===== config.mk =====
export PLATFORM = sky130hd
export DESIGN_NAME = fetch_controller
export DESIGN_NICKNAME = d
export VERILOG_FILES = /design/src/rtl/fetch_controller.sv
export SDC_FILE = /design/constraint.sdc
export NUM_CORES = 1
export LEC_CHECK = 0
export ABC_AREA = 1
export CORE_AREA = 2 2 67 132
export CTS_CLUSTER_DIAMETER = 100
export DETAILED_ROUTE_END_ITERATION = 8
export DIE_AREA = 0 0 69 134
export PLACE_DENSITY_LB_ADDON = 0.08
export SYNTH_ARGS = -nofsm -noshare
export SYNTH_HDL_FRONTEND = slang
export SYNTH_SLANG_ARGS = --single-unit

===== constraint.sdc =====
create_clock -name clk -period 2.9 [get_ports clk]
set_clock_uncertainty 0.15 [all_clocks]
set_input_delay 0.29 -clock clk [delete_from_list [all_inputs] [get_ports clk]]
set_output_delay 0.29 -clock clk [all_outputs]
set_load 0.05 [all_outputs]

===== src/rtl/fetch_controller.sv =====
// Instruction fetch sequencer: owns the fetch PC, drives an async-read instruction memory,
// and buffers fetched words in a small prefetch queue presented to decode via valid/ready.
`timescale 1ns/1ps
module fetch_controller #(
   parameter int                ADDR_W   = 9,
   parameter int                INST_W   = 16,
   parameter logic [ADDR_W-1:0] RESET_PC = '0,
   parameter int                DEPTH    = 2
) (
   input  logic              clk,
   input  logic              rst,
   output logic [ADDR_W-1:0] imem_addr,
   input  logic [INST_W-1:0] imem_inst,
   input  logic              redirect_valid,
   input  logic [ADDR_W-1:0] redirect_pc,
   input  logic              halt,
   output logic              out_valid,
   input  logic              out_ready,
   output logic [INST_W-1:0] out_inst,
   output logic [ADDR_W-1:0] out_pc,
   output logic              fault
);

   localparam int              PTR_W = (DEPTH > 1) ? $clog2(DEPTH) : 1;
   localparam logic [PTR_W:0]  FULL  = (PTR_W + 1)'(DEPTH);

   typedef enum logic [1:0] {FETCH, HALTED, FAULT} state_t;

   state_t            state;
   logic [ADDR_W-1:0] fetch_pc;
   logic [INST_W-1:0] inst_q [DEPTH];
   logic [ADDR_W-1:0] pc_q   [DEPTH];
   logic [PTR_W-1:0]  rd_ptr;
   logic [PTR_W-1:0]  wr_ptr;
   logic [PTR_W:0]    count;
   logic              deq;
   logic              push;

   assign imem_addr = fetch_pc;
   assign out_valid = (count != '0);
   assign out_inst  = out_valid ? inst_q[rd_ptr] : '0;
   assign out_pc    = out_valid ? pc_q[rd_ptr]   : '0;

   // halt is sampled before the enqueue decision, so the halting edge never pushes
   assign deq  = out_valid && out_ready;
   assign push = (state == FETCH) && !redirect_valid && !halt && ((count < FULL) || deq);

   always_ff @(posedge clk or posedge rst) begin
      // NOTE: sequential state uses non-blocking assignments so every register samples pre-edge values.
      if (rst) begin
         state    <= FETCH;
         fetch_pc <= RESET_PC;
         rd_ptr   <= '0;
         wr_ptr   <= '0;
         count    <= '0;
         fault    <= 1'b0;
      end else begin
         case (state)
            FAULT: ;
            default: begin
               if (redirect_valid) begin
                  // Redirect wins over enqueue/dequeue; the queue is emptied either way
                  rd_ptr <= '0;
                  wr_ptr <= '0;
                  count  <= '0;
                  if (redirect_pc[0]) begin
                     state <= FAULT;
                     fault <= 1'b1;
                  end else begin
                     fetch_pc <= redirect_pc;
                     state    <= ((state == FETCH) && !halt) ? FETCH : HALTED;
                  end
               end else begin
                  if (deq)
                     rd_ptr <= rd_ptr + 1'b1;
                  if (push) begin
                     wr_ptr   <= wr_ptr + 1'b1;
                     fetch_pc <= fetch_pc + ADDR_W'(2);
                  end
                  if (push && !deq)
                     count <= count + 1'b1;
                  else if (!push && deq)
                     count <= count - 1'b1;
                  state <= halt ? HALTED : FETCH;
               end
            end
         endcase
      end
   end

   // NOTE: queue storage has no reset; entries are only observable while count says they are valid.
   always_ff @(posedge clk) begin
      if (push) begin
         inst_q[wr_ptr] <= imem_inst;
         pc_q[wr_ptr]   <= fetch_pc;
      end
   end

endmodule

==> run_results.csv, run 1 <==
group,metric,value,unit
critical_path,r2r_slack,1040,ps
floorplanning,die_h,134,microns
timing,finalSetupTns,0,ps
synthesis,ys_seq_area_share,67.1,%
power,powerDensity,534,mW/mm^2
timing,max-slew-margin-rel,58.7,%
place,place.port_buffers,63,
clocking,clock_latency,320,ps
global_routing,antenna_found_initial,0,
clocking,post_cts_resized,0,
detailed_routing,drt_iter0_markers,74,
timing,drv_slew,0,
status,status,"complete, no violations",
synthesis,synth.area.top_cells,"edfxtp_1, dfrtp_1, nand2_1, a21oi_1, nand3_1",
detailed_routing,antenna_left,0,
synthesis,synth.top_cells.by_count,"nand2_1, edfxtp_1, a21oi_1",
cells_and_area,layout.nets,357,
place,place_congestion,0.755,
critical_path,critPathTopFamily,"buffers and inverters",
clocking,cts_tree,"built",
floorplanning,dieWidth,69,microns
floorplanning,die-area,0.00925,sq mm
cells_and_area,fillers,811,
clocking,clockBufferDepth,2,
clocking,cts.sinks,63,
critical_path,reg2reg_from,"state[0]$_DFFE_PP0N_",
synthesis,syn-cell-area,0.00271,sq mm
critical_path,critPathBufInv,3,
clocking,cts.clk_slew.worst_paths,50,ps
power,p_leak,1.48,nW
cells_and_area,final_area,0.00367,sq mm
timing,timing.final.ws_setup,601,ps
synthesis,netlist_instances,255,
synthesis,synth-edff-count,48,
place,dpl_cell_area,0.00342,sq mm
global_routing,grt_usage,13.3,%
clocking,numCtsBuffers,9,
clocking,ctsRootBufferMaster,"clkbuf_16",
critical_path,critPathCapture,"out_inst[4]",
synthesis,yosysTopAreaCell,"edfxtp_1",
timing,holdWs,185,ps
critical_path,path_cells,"clkinv_1, buf_4, nand2_1, a21oi_1, buf_4",
timing,final_hold_viol_count,0,
cells_and_area,antenna_cells,0,
critical_path,crit_type,"reg -> out",
cells_and_area,area_growth,35.7,%
clocking,postCtsSetupRepairBufs,0,
min_path,hold_path.class,"in -> async",
clocking,hold_buffers,0,
detailed_routing,wl_per_cell,13.5,microns
global_routing,grt_first_pass_wirelength,9410,microns
global_routing,grt_pass1_vias,1895,
detailed_routing,firstDrtPassIters,4,
critical_path,cp.depth,5,
global_routing,grt-ovfl-total,0,
critical_path,cp_slowest_cell,"clkinv_1",
critical_path,arrival,1860,ps
detailed_routing,viasPerCell,4.41,
synthesis,yosysWarnings,0,
synthesis,ys_ff_latch,63,
critical_path,crit_path_start,"rd_ptr$_DFFE_PP0P_",
synthesis,synthArstFlopShare,23.8,%
critical_path,max_stage_delay,480,ps
synthesis,yosys_most_used_dff,"edfxtp_1",
place,dpl_worst_slack,642,ps
cells_and_area,drive_gt1_share,18.4,%
floorplanning,initial_utilization,32.9,%
job,max_cap_viol_count,0,
cells_and_area,final_util,44.6,%
detailed_routing,drc,0,
critical_path,reg2reg_to,"inst_q[0][6]$_DFFE_PP_",
detailed_routing,wirelength,5770,microns
place,dp_hpwl,4000,microns
floorplanning,ios,66,
timing,tightest_slew,619,ps
clocking,htree_levels,3,
detailed_routing,vias,1894,
global_routing,met3_usage,3.53,%
synthesis,synth.top_cell.area_share,53.3,%
floorplanning,rows,47,
critical_path,worst_path_most_repeated_cell,"buf_4",
synthesis,syn_area_per_cell,10.6,sq um
floorplanning,core,0.00823,sq mm
critical_path,critical_path.startpoint_type,"flop",
critical_path,required,2460,ps
global_routing,met2_usage,23.3,%
global_routing,grtUsageMet1,14.5,%
power,ir_drop,0.000283,V
synthesis,synthDistinctLibCells,32,
critical_path,r2r_cells,6,
critical_path,cp-end-kind,"output pin",
timing,fmax,435,MHz
timing,setup_violations,0,
timing,rsz0062_at_grt,"false",
global_routing,top_usage_layer,"met2",
timing,period_needed,2300,ps
critical_path,cp_max_fo,20,
timing,period_share,79.3,%
synthesis,yosys.cell_count.top_type,"nand2_1",
global_routing,grt_max_degree,25,
through the flow:
stage               cells  total power, mW
detailed placement    413             1.06
global route          429             2.03
finish                429             1.96
floorplan             256             1.01
CTS                   429             1.99
global placement      413             1.06
layer usage:
metal	vias to the layer above	share of wire, %
met2	48	54
met1	849	39
li1	986	-
met4	0	2.4
met5	-	0
met3	11	4.2
report_power, final:
part	internal [mW]	total [mW]	leakage (nW)	switching, mW
logic	0.0400	0.0698	0.705	0.0299
clock network	0.568	0.922	0.124	0.354
registers	0.970	0.970	0.650	0
total	1.58	1.96	1.48	0.384
final cells by class:
type	count	area (sq um)	area share, %
Sequential cell	63	1820	49.5
Multi-Input combinational cell	170	795	21.6
Timing Repair Buffer	69	628	17.1
Clock buffer	11	233	6.34
Tap cell	98	123	3.34
Inverter	13	53.8	1.46
Clock inverter	5	25.0	0.681
placed cells by master, fill, tap and decap left out, drive strengths merged, types with 5 or more instances in the layout:
cell type	synthesis	layout
a21oi	27	27
buf	7	30
clkbuf	3	11
clkdlybuf4s50	0	39
clkinv	1	5
dfrtp	15	15
edfxtp	48	48
inv	12	12
nand2	104	104
nand3	7	7
nor2	13	13
o21ai	5	5
flip-flops by register name (all words and copies together), names as in the netlist:
register,count
state,2
pc_q,16
count,2
imem_addr,8
inst_q,32
wr_ptr,1
fault,1
rd_ptr,1
worst min-delay path by stage:
stage,from,end,slack [ps],depth (start not counted)
after floorplan,rst,count[0]$_DFFE_PP0P_,40,1
after global routing,rst,imem_addr[1]$_DFFE_PP0P_,250,2
after global placement,fault$_DFFE_PP0P_,fault$_DFFE_PP0P_,310,1
after CTS,rst,imem_addr[1]$_DFFE_PP0P_,210,2
after detailed placement,fault$_DFFE_PP0P_,fault$_DFFE_PP0P_,310,1
final,rst,imem_addr[1]$_DFFE_PP0P_,190,2
kinds of logic after synthesis:
group	Yosys count	share of synthesized area [%]
AND/OR/NAND/NOR	130	20.8
flip-flops	63	67.1
AO/OA/AOI/OAI	33	6.38
buffers and inverters	23	3.84
XOR/XNOR	4	1.29
adder cells (fa/ha/maj)	1	0.462
other	1	0.139
Note: power is estimated with default switching activity, not from simulation.
==> run 2: changes to the inputs <==
Clock period 2.9 ns to 2.2 ns, I/O delays scaled along.
==> run 2 against run 1 <==
  * Register-to-register slack got worse by 420 ps
  * Clock power is 43% higher
  * Combinational power up 32%
  * Global-route usage grew 0.13 points
  * Count of clock-buffer cells in the layout unchanged
  * Critical path depth fell by 4
  * Critical endpoint is now imem_addr[6]
  * Worst setup slack got worse by 470 ps
  * Final cell count rose by 0.23%
  * Utilization rose by 0.77 points
  * Largest power group is now clock
  * Total power up 37%
==> run_results.csv, run 2 (synthesis gave the netlist of run 1 again) <==
group,metric,value,unit
clocking,clockBufferDepth,2,
cells_and_area,area_growth,38.1,%
clocking,cts_tree,"built",
place,dp_hpwl,3990,microns
clocking,cts.clk_slew.worst_paths,50,ps
floorplanning,dieWidth,69,microns
cells_and_area,antenna_cells,0,
critical_path,max_stage_delay,870,ps
detailed_routing,wirelength,5780,microns
timing,setup_violations,0,
floorplanning,die_h,134,microns
clocking,hold_buffers,0,
critical_path,r2r_slack,620,ps
timing,holdWs,137,ps
cells_and_area,drive_gt1_share,21.1,%
timing,period_share,94.0,%
global_routing,grtUsageMet1,13.8,%
cells_and_area,largest_register_ffs,32,
clocking,clock_latency,320,ps
critical_path,crit_type,"reg -> out",
status,status,"complete, no violations",
min_path,hold_path.class,"in -> async",
clocking,post_cts_resized,0,
critical_path,cp_slowest_cell,"clkdlybuf4s50_1",
timing,fmax,483,MHz
place,place_congestion,0.769,
clocking,postCtsSetupRepairBufs,0,
timing,rsz0062_at_grt,"false",
critical_path,critPathBufInv,1,
global_routing,met2_usage,24.2,%
power,p_leak,1.50,nW
critical_path,required,1830,ps
detailed_routing,wl_per_cell,13.4,microns
critical_path,arrival,1700,ps
critical_path,cp-end-kind,"output pin",
detailed_routing,vias,1929,
global_routing,antenna_found_initial,0,
place,place.port_buffers,63,
floorplanning,die-area,0.00925,sq mm
critical_path,path_cells,"clkdlybuf4s50_1",
clocking,numCtsBuffers,9,
critical_path,reg2reg_to,"inst_q[0][7]$_DFFE_PP_",
clocking,ctsRootBufferMaster,"clkbuf_16",
timing,period_needed,2070,ps
global_routing,grt_pass1_vias,1915,
detailed_routing,drc,0,
clocking,htree_levels,3,
timing,drv_slew,0,
floorplanning,ios,66,
power,powerDensity,721,mW/mm^2
job,max_cap_viol_count,0,
floorplanning,core,0.00823,sq mm
clocking,cts.sinks,63,
global_routing,grt-ovfl-total,0,
critical_path,cp_max_fo,9,
detailed_routing,drt_iter0_markers,65,
detailed_routing,firstDrtPassIters,4,
timing,final_hold_viol_count,0,
timing,tightest_slew,655,ps
global_routing,grt_first_pass_wirelength,9400,microns
cells_and_area,mostFrequentLayoutCell,"nand2_1",
detailed_routing,viasPerCell,4.49,
critical_path,critPathTopFamily,"buffers and inverters",
cells_and_area,layout.nets,358,
global_routing,met3_usage,4.13,%
global_routing,grt_max_degree,25,
critical_path,critical_path.startpoint_type,"flop",
timing,finalSetupTns,0,ps
global_routing,grt_usage,13.4,%
power,ir_drop,0.000454,V
cells_and_area,final_util,45.4,%
floorplanning,initial_utilization,32.9,%
critical_path,reg2reg_from,"state[0]$_DFFE_PP0N_",
detailed_routing,antenna_left,0,
critical_path,r2r_cells,6,
global_routing,top_usage_layer,"met2",
cells_and_area,largest-register,"inst_q",
timing,max-slew-margin-rel,56.3,%
cells_and_area,most-common-layout-cells,"nand2_1, edfxtp_1, clkdlybuf4s50_1",
floorplanning,rows,47,
run 2: cell types whose count changed in the layout (fill, tap and decap cells not counted):
cell and delta:
clkdlybuf4s50_1 -1, buf_4 +1, clkinv_2 +1, a21oi_2 +6, bufinv_16 +1, buf_12 +1
clkinvlp_4 -1, clkinv_1 -1, a21oi_1 -6
run 2: power breakdown:
group	leakage, nW	internal, mW	switching [mW]
clock	0.141	0.865	0.458
combinational	0.714	0.0527	0.0398
sequential	0.650	1.28	0
run 2: worst max path at each step:
stage	from	slack [ps]	end	cells past startpoint
2_1_floorplan	count[0]$_DFFE_PP0P_	-120	out_inst[10]	5
3_3_place_gp	redirect_valid	300	inst_q[0][13]$_DFFE_PP_	7
3_5_place_dp	redirect_valid	280	inst_q[0][13]$_DFFE_PP_	7
4_1_cts	imem_addr[6]$_DFFE_PP0P_	120	imem_addr[6]	1
5_1_grt	imem_addr[6]$_DFFE_PP0P_	50	imem_addr[6]	1
6_report	imem_addr[6]$_DFFE_PP0P_	130	imem_addr[6]	1
run 2: per-layer routing:
layer	wire length (microns)	part of all wire [%]
met1	2160	37
met2	3270	57
met3	212	3.7
met4	137	2.4
met5	0	0
run 2: per-stage QoR:
stage                     setup slack (ps)  cell area [sq um]  cells  power [mW]
after floorplan                       -123               2740    256        1.33
after global placement                 298               3460    414        1.39
after detailed placement               276               3460    414        1.39
after CTS                              118               3740    430        2.73
after global routing                  51.8               3740    430        2.79
final                                  131               3740    430        2.69
run 2: cell type report:
class	instances	area (sq um)
multi-input combinational	170	817
inverter	13	53.8
fill	810	4500
clock buffer	11	233
timing repair buffer	70	646
clock inverter	5	48.8
tap	98	123
sequential	63	1820
